File: config.mk
export PLATFORM = sky130hd
export DESIGN_NAME = mano_io_unit
export DESIGN_NICKNAME = d
export VERILOG_FILES = /design/src/rtl/mano_io_unit.sv
export SDC_FILE = /design/constraint.sdc
export NUM_CORES = 1
export LEC_CHECK = 0
export CAP_MARGIN = 30
export CORE_UTILIZATION = 50
export DETAILED_ROUTE_END_ITERATION = 6
export PLACE_DENSITY = 0.79
export SLEW_MARGIN = 20
export SYNTH_ARGS = -nofsm -noshare
export SYNTH_HDL_FRONTEND = slang
export SYNTH_SLANG_ARGS = --single-unit
File: constraint.sdc
create_clock -name clk -period 2.5 [get_ports clk]
set_input_delay 0.5 -clock clk [delete_from_list [all_inputs] [get_ports clk]]
set_output_delay 0.5 -clock clk [all_outputs]
set_load 0.02 [all_outputs]
File: src/rtl/mano_io_unit.sv
// mano_io_unit
//   Mano-style I/O stage that sits beside the CPU datapath. It holds the INPR/FGI input
//   port, which is refilled from a small input FIFO fed by an external byte producer. It
//   also holds the OUTR/FGO output port, which drains to an external consumer, plus the
//   IEN interrupt enable and the interrupt flip-flop R.
//
// Ports
//   clk, rst            clock (posedge) and asynchronous active-high reset
//   in_data/valid/ready producer -> input FIFO handshake
//   out_data/valid/rdy  OUTR -> consumer handshake (out_valid = !FGO)
//   inp,out,ski,sko,    one-cycle I/O instruction strobes from the control unit
//   ion,iof
//   int_ack             interrupt cycle taken: clears R and IEN
//   fetch_busy          CPU in T0..T2; blocks setting R
//   ac_in               AC value written into OUTR on OUT
//   inpr_out            current INPR contents
//   skip                (ski & FGI) | (sko & FGO)
//   fgi, fgo, ien, irq  architectural flags
//   in_ovr, out_ovr     sticky misuse flags (INP while FGI=0, OUT while FGO=0)
module mano_io_unit #(
   parameter int unsigned DATA_W        = 8,
   parameter int unsigned IN_FIFO_DEPTH = 4
) (
   input  logic              clk,
   input  logic              rst,
   input  logic [DATA_W-1:0] in_data,
   input  logic              in_valid,
   output logic              in_ready,
   output logic [DATA_W-1:0] out_data,
   output logic              out_valid,
   input  logic              out_ready,
   input  logic              inp,
   input  logic              out,
   input  logic              ski,
   input  logic              sko,
   input  logic              ion,
   input  logic              iof,
   input  logic              int_ack,
   input  logic              fetch_busy,
   input  logic [DATA_W-1:0] ac_in,
   output logic [DATA_W-1:0] inpr_out,
   output logic              skip,
   output logic              fgi,
   output logic              fgo,
   output logic              ien,
   output logic              irq,
   output logic              in_ovr,
   output logic              out_ovr
);

   localparam int unsigned PTR_W = (IN_FIFO_DEPTH > 1) ? $clog2(IN_FIFO_DEPTH) : 1;
   localparam int unsigned CNT_W = PTR_W + 1;

   logic [DATA_W-1:0] fifo_mem [IN_FIFO_DEPTH];
   logic [PTR_W-1:0]  wr_ptr;
   logic [PTR_W-1:0]  rd_ptr;
   logic [CNT_W-1:0]  count;
   logic              fifo_full;
   logic              fifo_empty;
   logic              push;
   logic              pop;
   logic [DATA_W-1:0] inpr;
   logic [DATA_W-1:0] outr;

   assign fifo_full  = (count == CNT_W'(IN_FIFO_DEPTH));
   assign fifo_empty = (count == '0);
   // in_ready looks only at full; a same-cycle refill pop does not open a slot early.
   assign in_ready   = !fifo_full && !rst;
   assign push       = in_valid && in_ready;
   // Refill INPR whenever the CPU has consumed it (FGI low) and a byte is waiting.
   assign pop        = !fgi && !fifo_empty;

   assign inpr_out  = inpr;
   assign out_data  = outr;
   assign out_valid = !fgo;
   assign skip      = (ski && fgi) || (sko && fgo);

   // Storage has no reset: contents are dead once the pointers and count reset.
   always_ff @(posedge clk) begin
      if (push) begin
         fifo_mem[wr_ptr] <= in_data;
      end
   end

   always_ff @(posedge clk or posedge rst) begin
      if (rst) begin
         wr_ptr <= '0;
         rd_ptr <= '0;
         count  <= '0;
      end else begin
         // Depth is a power of two, so pointer wrap is natural overflow.
         if (push) begin
            wr_ptr <= wr_ptr + PTR_W'(1);
         end
         if (pop) begin
            rd_ptr <= rd_ptr + PTR_W'(1);
         end
         case ({push, pop})
            2'b10:   count <= count + CNT_W'(1);
            2'b01:   count <= count - CNT_W'(1);
            default: count <= count;
         endcase
      end
   end

   // Input port: refill and INP are mutually exclusive because pop needs FGI=0
   // while an effective INP needs FGI=1.
   always_ff @(posedge clk or posedge rst) begin
      if (rst) begin
         inpr   <= '0;
         fgi    <= 1'b0;
         in_ovr <= 1'b0;
      end else begin
         if (pop) begin
            inpr <= fifo_mem[rd_ptr];
            fgi  <= 1'b1;
         end else if (inp && fgi) begin
            fgi <= 1'b0;
         end
         if (inp && !fgi) begin
            in_ovr <= 1'b1;
         end
      end
   end

   // Output port: OUT acts only on the registered FGO=1; a handshake on the same edge
   // sees FGO=0, so the OUT is dropped and flagged.
   always_ff @(posedge clk or posedge rst) begin
      if (rst) begin
         outr    <= '0;
         fgo     <= 1'b1;
         out_ovr <= 1'b0;
      end else begin
         if (out && fgo) begin
            outr <= ac_in;
            fgo  <= 1'b0;
         end else if (!fgo && out_ready) begin
            fgo <= 1'b1;
         end
         if (out && !fgo) begin
            out_ovr <= 1'b1;
         end
      end
   end

   // Interrupt enable and R flip-flop; int_ack has top priority for both.
   always_ff @(posedge clk or posedge rst) begin
      if (rst) begin
         ien <= 1'b0;
         irq <= 1'b0;
      end else begin
         if (int_ack) begin
            ien <= 1'b0;
         end else if (iof) begin
            ien <= 1'b0;
         end else if (ion) begin
            ien <= 1'b1;
         end

         if (int_ack) begin
            irq <= 1'b0;
         end else if (ien && (fgi || fgo) && !fetch_busy) begin
            irq <= 1'b1;
         end
      end
   end

endmodule

== Yosys cells after proc, flatten, opt, wreduce, memory -nomap -nowiden ==
Memory sizes are Yosys's and may differ from the RTL's. A register that Yosys moved wholly into a read port is not among the register bits.
Cells that the tools add are included.

* Register bits after elaboration: 21
* RAM bits: 32
* Output and inout bits: 25
* Logic and storage cells: 56
* Memories kept: 1

{| class="wikitable"
|+ Memories
! memory !! words !! bits a word !! rd ports !! clocked after Yosys merged registers in !! write ports !! RTL line !! text
|-
| fifo_mem || 4 || 8 || 1 || 1 || 1 || 54 || <nowiki>logic [DATA_W-1:0] fifo_mem [IN_FIFO_DEPTH];</nowiki>
|}

* Add/subtract/negate cells: 4
* Equal/unequal tests: 3
* Mux-type cells: 12
* Reductions and logical operators: 26

{| class="wikitable"
|+ Operators with widths
! kind !! count
|-
| 1-bit logical AND || 12
|-
| 1-bit two-way mux || 11
|-
| 2-bit nonzero test || 4
|-
| 1-bit logical NOT || 6
|-
| 3-bit one-hot mux with 2 select lines || 1
|-
| 2-bit by 1-bit adder with 2-bit output, second input constant || 2
|-
| 3-bit by 1-bit adder with 3-bit output, second input constant || 1
|-
| 3-bit == test, second input constant || 1
|-
| 3-bit logical NOT || 1
|-
| 3-bit nonzero test || 1
|-
| 3-bit by 1-bit subtractor with 3-bit output, second input constant || 1
|-
| 2-bit by 1-bit == test with 1-bit output, second input constant || 1
|-
| 2-bit == test, second input constant || 1
|-
| 1-bit logical OR || 2
|}

== Depth between registers and ports, before layout ==
* Word-level depth: 6
* Gate-level depth with buffers: 9

== Least setup slack after synthesis ==
No wires, ideal clock.

* Path type: register to register
* From: register fgi
* To: register count[2]
* Arrival: 1872 ps
* Required time: 2421 ps
* Path slack: 549 ps
* Stages on the path, launching flop included: 9
* Buffers on the path: 1
* Clock period less this slack: 1951 ps
* Cells stage by stage: dfrtp_1 -> nor2_1 -> buf_4 -> ha_1 -> inv_1 -> fa_1 -> xor2_1 -> nor2_1 -> xor2_1

* Word-level cells in the longest chain between the ends: 4
* Elaborated cells between the ends (all ways): 6

{| class="wikitable"
|+ RTL lines
! what !! RTL line !! text
|-
| start: declaration || 43 || <nowiki>output logic fgi,</nowiki>
|-
| start signal: assignment || 111 || <nowiki>fgi <= 1'b0;</nowiki>
|-
| start signal: assignment || 116 || <nowiki>fgi <= 1'b1;</nowiki>
|-
| start signal: assignment || 118 || <nowiki>fgi <= 1'b0;</nowiki>
|-
| 1-bit logical NOT * || 71 || <nowiki>assign pop = !fgi && !fifo_empty;</nowiki>
|-
| 1-bit logical AND * || 71 ||
|-
| named net pop || 61 || <nowiki>logic pop;</nowiki>
|-
| 2-bit by 1-bit == test with 1-bit output / 2-bit == test (equally long branches) || 98 || <nowiki>case ({push, pop})</nowiki>
|-
| 3-bit one-hot mux with 2 select lines / 2-bit nonzero test (equally long branches) || -- ||
|-
| end signal: assignment || 99 || <nowiki>2'b10: count <= count + CNT_W'(1);</nowiki>
|-
| end signal: assignment || 100 || <nowiki>2'b01: count <= count - CNT_W'(1);</nowiki>
|-
| end signal: assignment || 101 || <nowiki>default: count <= count;</nowiki>
|-
| end: declaration || 57 || <nowiki>logic [CNT_W-1:0] count;</nowiki>
|}

The timed path passes the listed nets; every way through them passes the cells marked *.
A chain may end at the register's enable or synchronous reset.

== Final worst setup path ==
* From: input rst
* To: output in_ready

* Word-level cells in the longest chain between the ends: 2

{| class="wikitable"
|+ RTL lines
! what !! RTL line !! text
|-
| start: declaration || 25 || <nowiki>input logic rst,</nowiki>
|-
| 1-bit logical NOT (no source line) || -- ||
|-
| 1-bit logical AND || 68 || <nowiki>assign in_ready = !fifo_full && !rst;</nowiki>
|-
| end: declaration || 28 || <nowiki>output logic in_ready,</nowiki>
|}

Every way passes these cells.

==> impl_metrics.toml <==
[outcome]
status = "finished clean"

[synthesis]
ys_warn_count = 0
ys_seq_area_share_pct = 69.0
syn-num-nets = 170
ys_ff_latch = 61
syn_area_um2 = 2450
synth_area_per_cell_um2 = 18.0
synth_cell_type_count = 28
synthCells = 136

[drt]
drt_iter0_markers = 60
antenna_left = 0
wl_mm = 4.32
dr.pass1.iters = 4
num_vias = 1337
routedWlPerCell_um = 15.9
via_per_inst = 4.93
drc = 0

[floorplanning]
core_area_um2 = 4720
die_width_um = 71.9
start_util_pct = 51.8
dieArea_um2 = 5180
chipHeight_um = 71.9
pin_count = 53
row_count = 25

[worst_setup_path]
cp-start-kind = "input pin"
cp_num_buf_inv = 2
critPathRequiredTime_ns = 2.00
arrival_ns = 1.74
crit_type = "input pin to output port"
crit_chain = "clkdlybuf4s50_1 > a21oi_1 > clkdlybuf4s50_1"
crit_path_end_kind = "output port"
path_delay_family = "buffers and inverters"
cp_slowest_cell = "clkdlybuf4s50_1"
cpPeakStageDelay_ns = 0.61
cp_common_cell = "clkdlybuf4s50_1"
crit_fanout = 3

[timing]
setup_viol = 0
period_needed_ns = 2.24
slew_headroom_pct = 63.4
hold_violations = 0
tns_ns = 0
drv_slew = 0
skew_ns = 0.00651
rsz0062_at_grt = "false"
post-route-period-util_pct = 89.6
worstMarginPinSlew_ns = 0.549
setup_ws_ns = 0.260
max_freq_ghz = 0.446

[place]
placed_cell_area_um2 = 3050
gp_congestion = 0.721
numPortBuffers = 52
dp_hpwl_mm = 3.09
post-place-ws_ns = 0.210

[finish]
fillers = 319
fin_util_pct = 68.4
postLayoutCellArea_um2 = 3230
syn2layout_area_growth_pct = 32.1
antenna_cells = 0
layout.nets = 233
layout-drive-gt1-share_pct = 21.6

[flow_run]
drv_cap = 0

[grt]
antenna_found_initial = 0
grt_max_degree = 30
grt_util_all_layers_pct = 18.6
gr-total-overflow = 0
grt_pass1_vias = 1394
grt_pass1_wl_mm = 6.76

[clock_network]
cts_htree_levels = 3
cts_tree = "done"
clockRootBuffer = "clkbuf_8"
cts_resized = 0
cts-buffers-inserted = 9
clk_pin_slew_worst_paths_ns = 0.06
cts_setup_buffers = 0
cts_buffer_depth = 2
clock_latency_ns = 0.33
cts_sinks = 61
ctsHoldBuffers = 0

[power]
power_density_nw_per_um2 = 1100
leakagePower_nw = 1.27
irDropWorstVdd_mv = 0.612

[min_path]
hold_class = "flip-flop to flip-flop"
[path summary, 6_finish.rpt]
path,startpoint,to,slack (ns),cells after the start
setup / recovery,rst,in_ready,0.26,3
hold / removal,in_ovr,in_ovr,0.46,1
setup reg to reg,count[0],count[2],0.50,9
hold reg to reg,in_ovr,in_ovr,0.46,1
max in group asynchronous,rst,fgo,1.51,3
min in group asynchronous,rst,out_data[7],0.67,3
[synth_stat cells]
library cell | count | area, µm²
and2_1 | 4 | 25.0
nor3_2 | 1 | 10.0
a21o_1 | 2 | 15.0
nor3_1 | 1 | 5.00
a21oi_1 | 2 | 10.0
xnor2_1 | 2 | 17.5
ha_1 | 5 | 62.6
xor2_1 | 4 | 35.0
a211oi_4 | 1 | 20.0
buf_6 | 1 | 11.3
mux2_4 | 8 | 120
mux4_2 | 8 | 180
mux2i_1 | 1 | 10.0
nand2_1 | 2 | 7.51
nor2_1 | 4 | 15.0
dfrtp_1 | 28 | 701
o21ai_0 | 1 | 5.00
fa_1 | 1 | 20.0
dfstp_2 | 1 | 26.3
mux2_2 | 9 | 101
a22o_1 | 1 | 8.76
buf_4 | 1 | 7.51
inv_1 | 12 | 45.0
nor3b_1 | 1 | 7.51
clkbuf_1 | 1 | 3.75
o21bai_1 | 1 | 7.51
o211ai_1 | 1 | 7.51
edfxtp_1 | 32 | 961
[stage by stage]
step,power [W],instances,hold slack [ns]
2_1_floorplan,0.00236,136,0.504
3_3_place_gp,0.00273,255,0.438
3_5_place_dp,0.00281,255,0.451
4_1_cts,0.00359,271,0.462
5_1_grt,0.00373,271,0.473
6_report,0.00355,271,0.456
[power by group]
part | switching, W | internal (W) | leakage, nW | total, W
Combinational | 0.000530 | 0.000722 | 0.546 | 0.00125
Clock | 0.000340 | 0.000441 | 0.0937 | 0.000781
Sequential | 0.000216 | 0.00130 | 0.626 | 0.00152
Total | 0.00109 | 0.00247 | 1.27 | 0.00355
[state kept, by name (all words and copies together) (netlist names)]
name      count
irq           1
out_data      8
fifo_mem     32
inpr_out      8
ien           1
wr_ptr        2
rd_ptr        2
count         3
fgo           1
in_ovr        1
out_ovr       1
fgi           1
[kinds of logic after synthesis]
kind of cell | count (synthesis) | synth area share (%)
DFF | 61 | 69.0
muxes | 26 | 16.8
buffers and inverters | 15 | 2.76
and+or+nand+nor | 13 | 2.86
AOI/OAI and AO/OA | 9 | 3.02
xor gates and xnor gates | 6 | 2.15
adders and majority gates | 6 | 3.38
[cells in the final DEF, fill, tap and decap left out, drive strengths merged]
cell type,instances
clkdlybuf4s50,52
edfxtp,32
dfrtp,28
mux2,17
clkbuf,15
inv,12
mux4,8
ha,5
nor2,4
xor2,4
and2,4
buf,3
nand2,2
xnor2,2
a21oi,2
a21o,2
nor3,2
mux2i,1
a211oi,1
a22o,1
o211ai,1
o21ai,1
o21bai,1
nor3b,1
fa,1
clkinv,1
dfstp,1
[final cells by class]
cell class	instances	area (µm²)	area share, %
Multi-Input combinational cell	60	691	21.4
Inverter	12	45.0	1.39
Sequential cell	61	1690	52.2
Tap cell	67	83.8	2.59
Clock inverter	1	5.00	0.155
Timing Repair Buffer	55	543	16.8
Clock buffer	15	176	5.46
[layer usage]
metal	wire (µm)	track usage, %	vias to the layer above
met5	0	0	-
met4	70	10.5	0
met3	143	5.56	8
met2	2410	31.4	31
met1	1700	21.3	678
li1	-	-	620
Power figures use the tool's default switching activity.
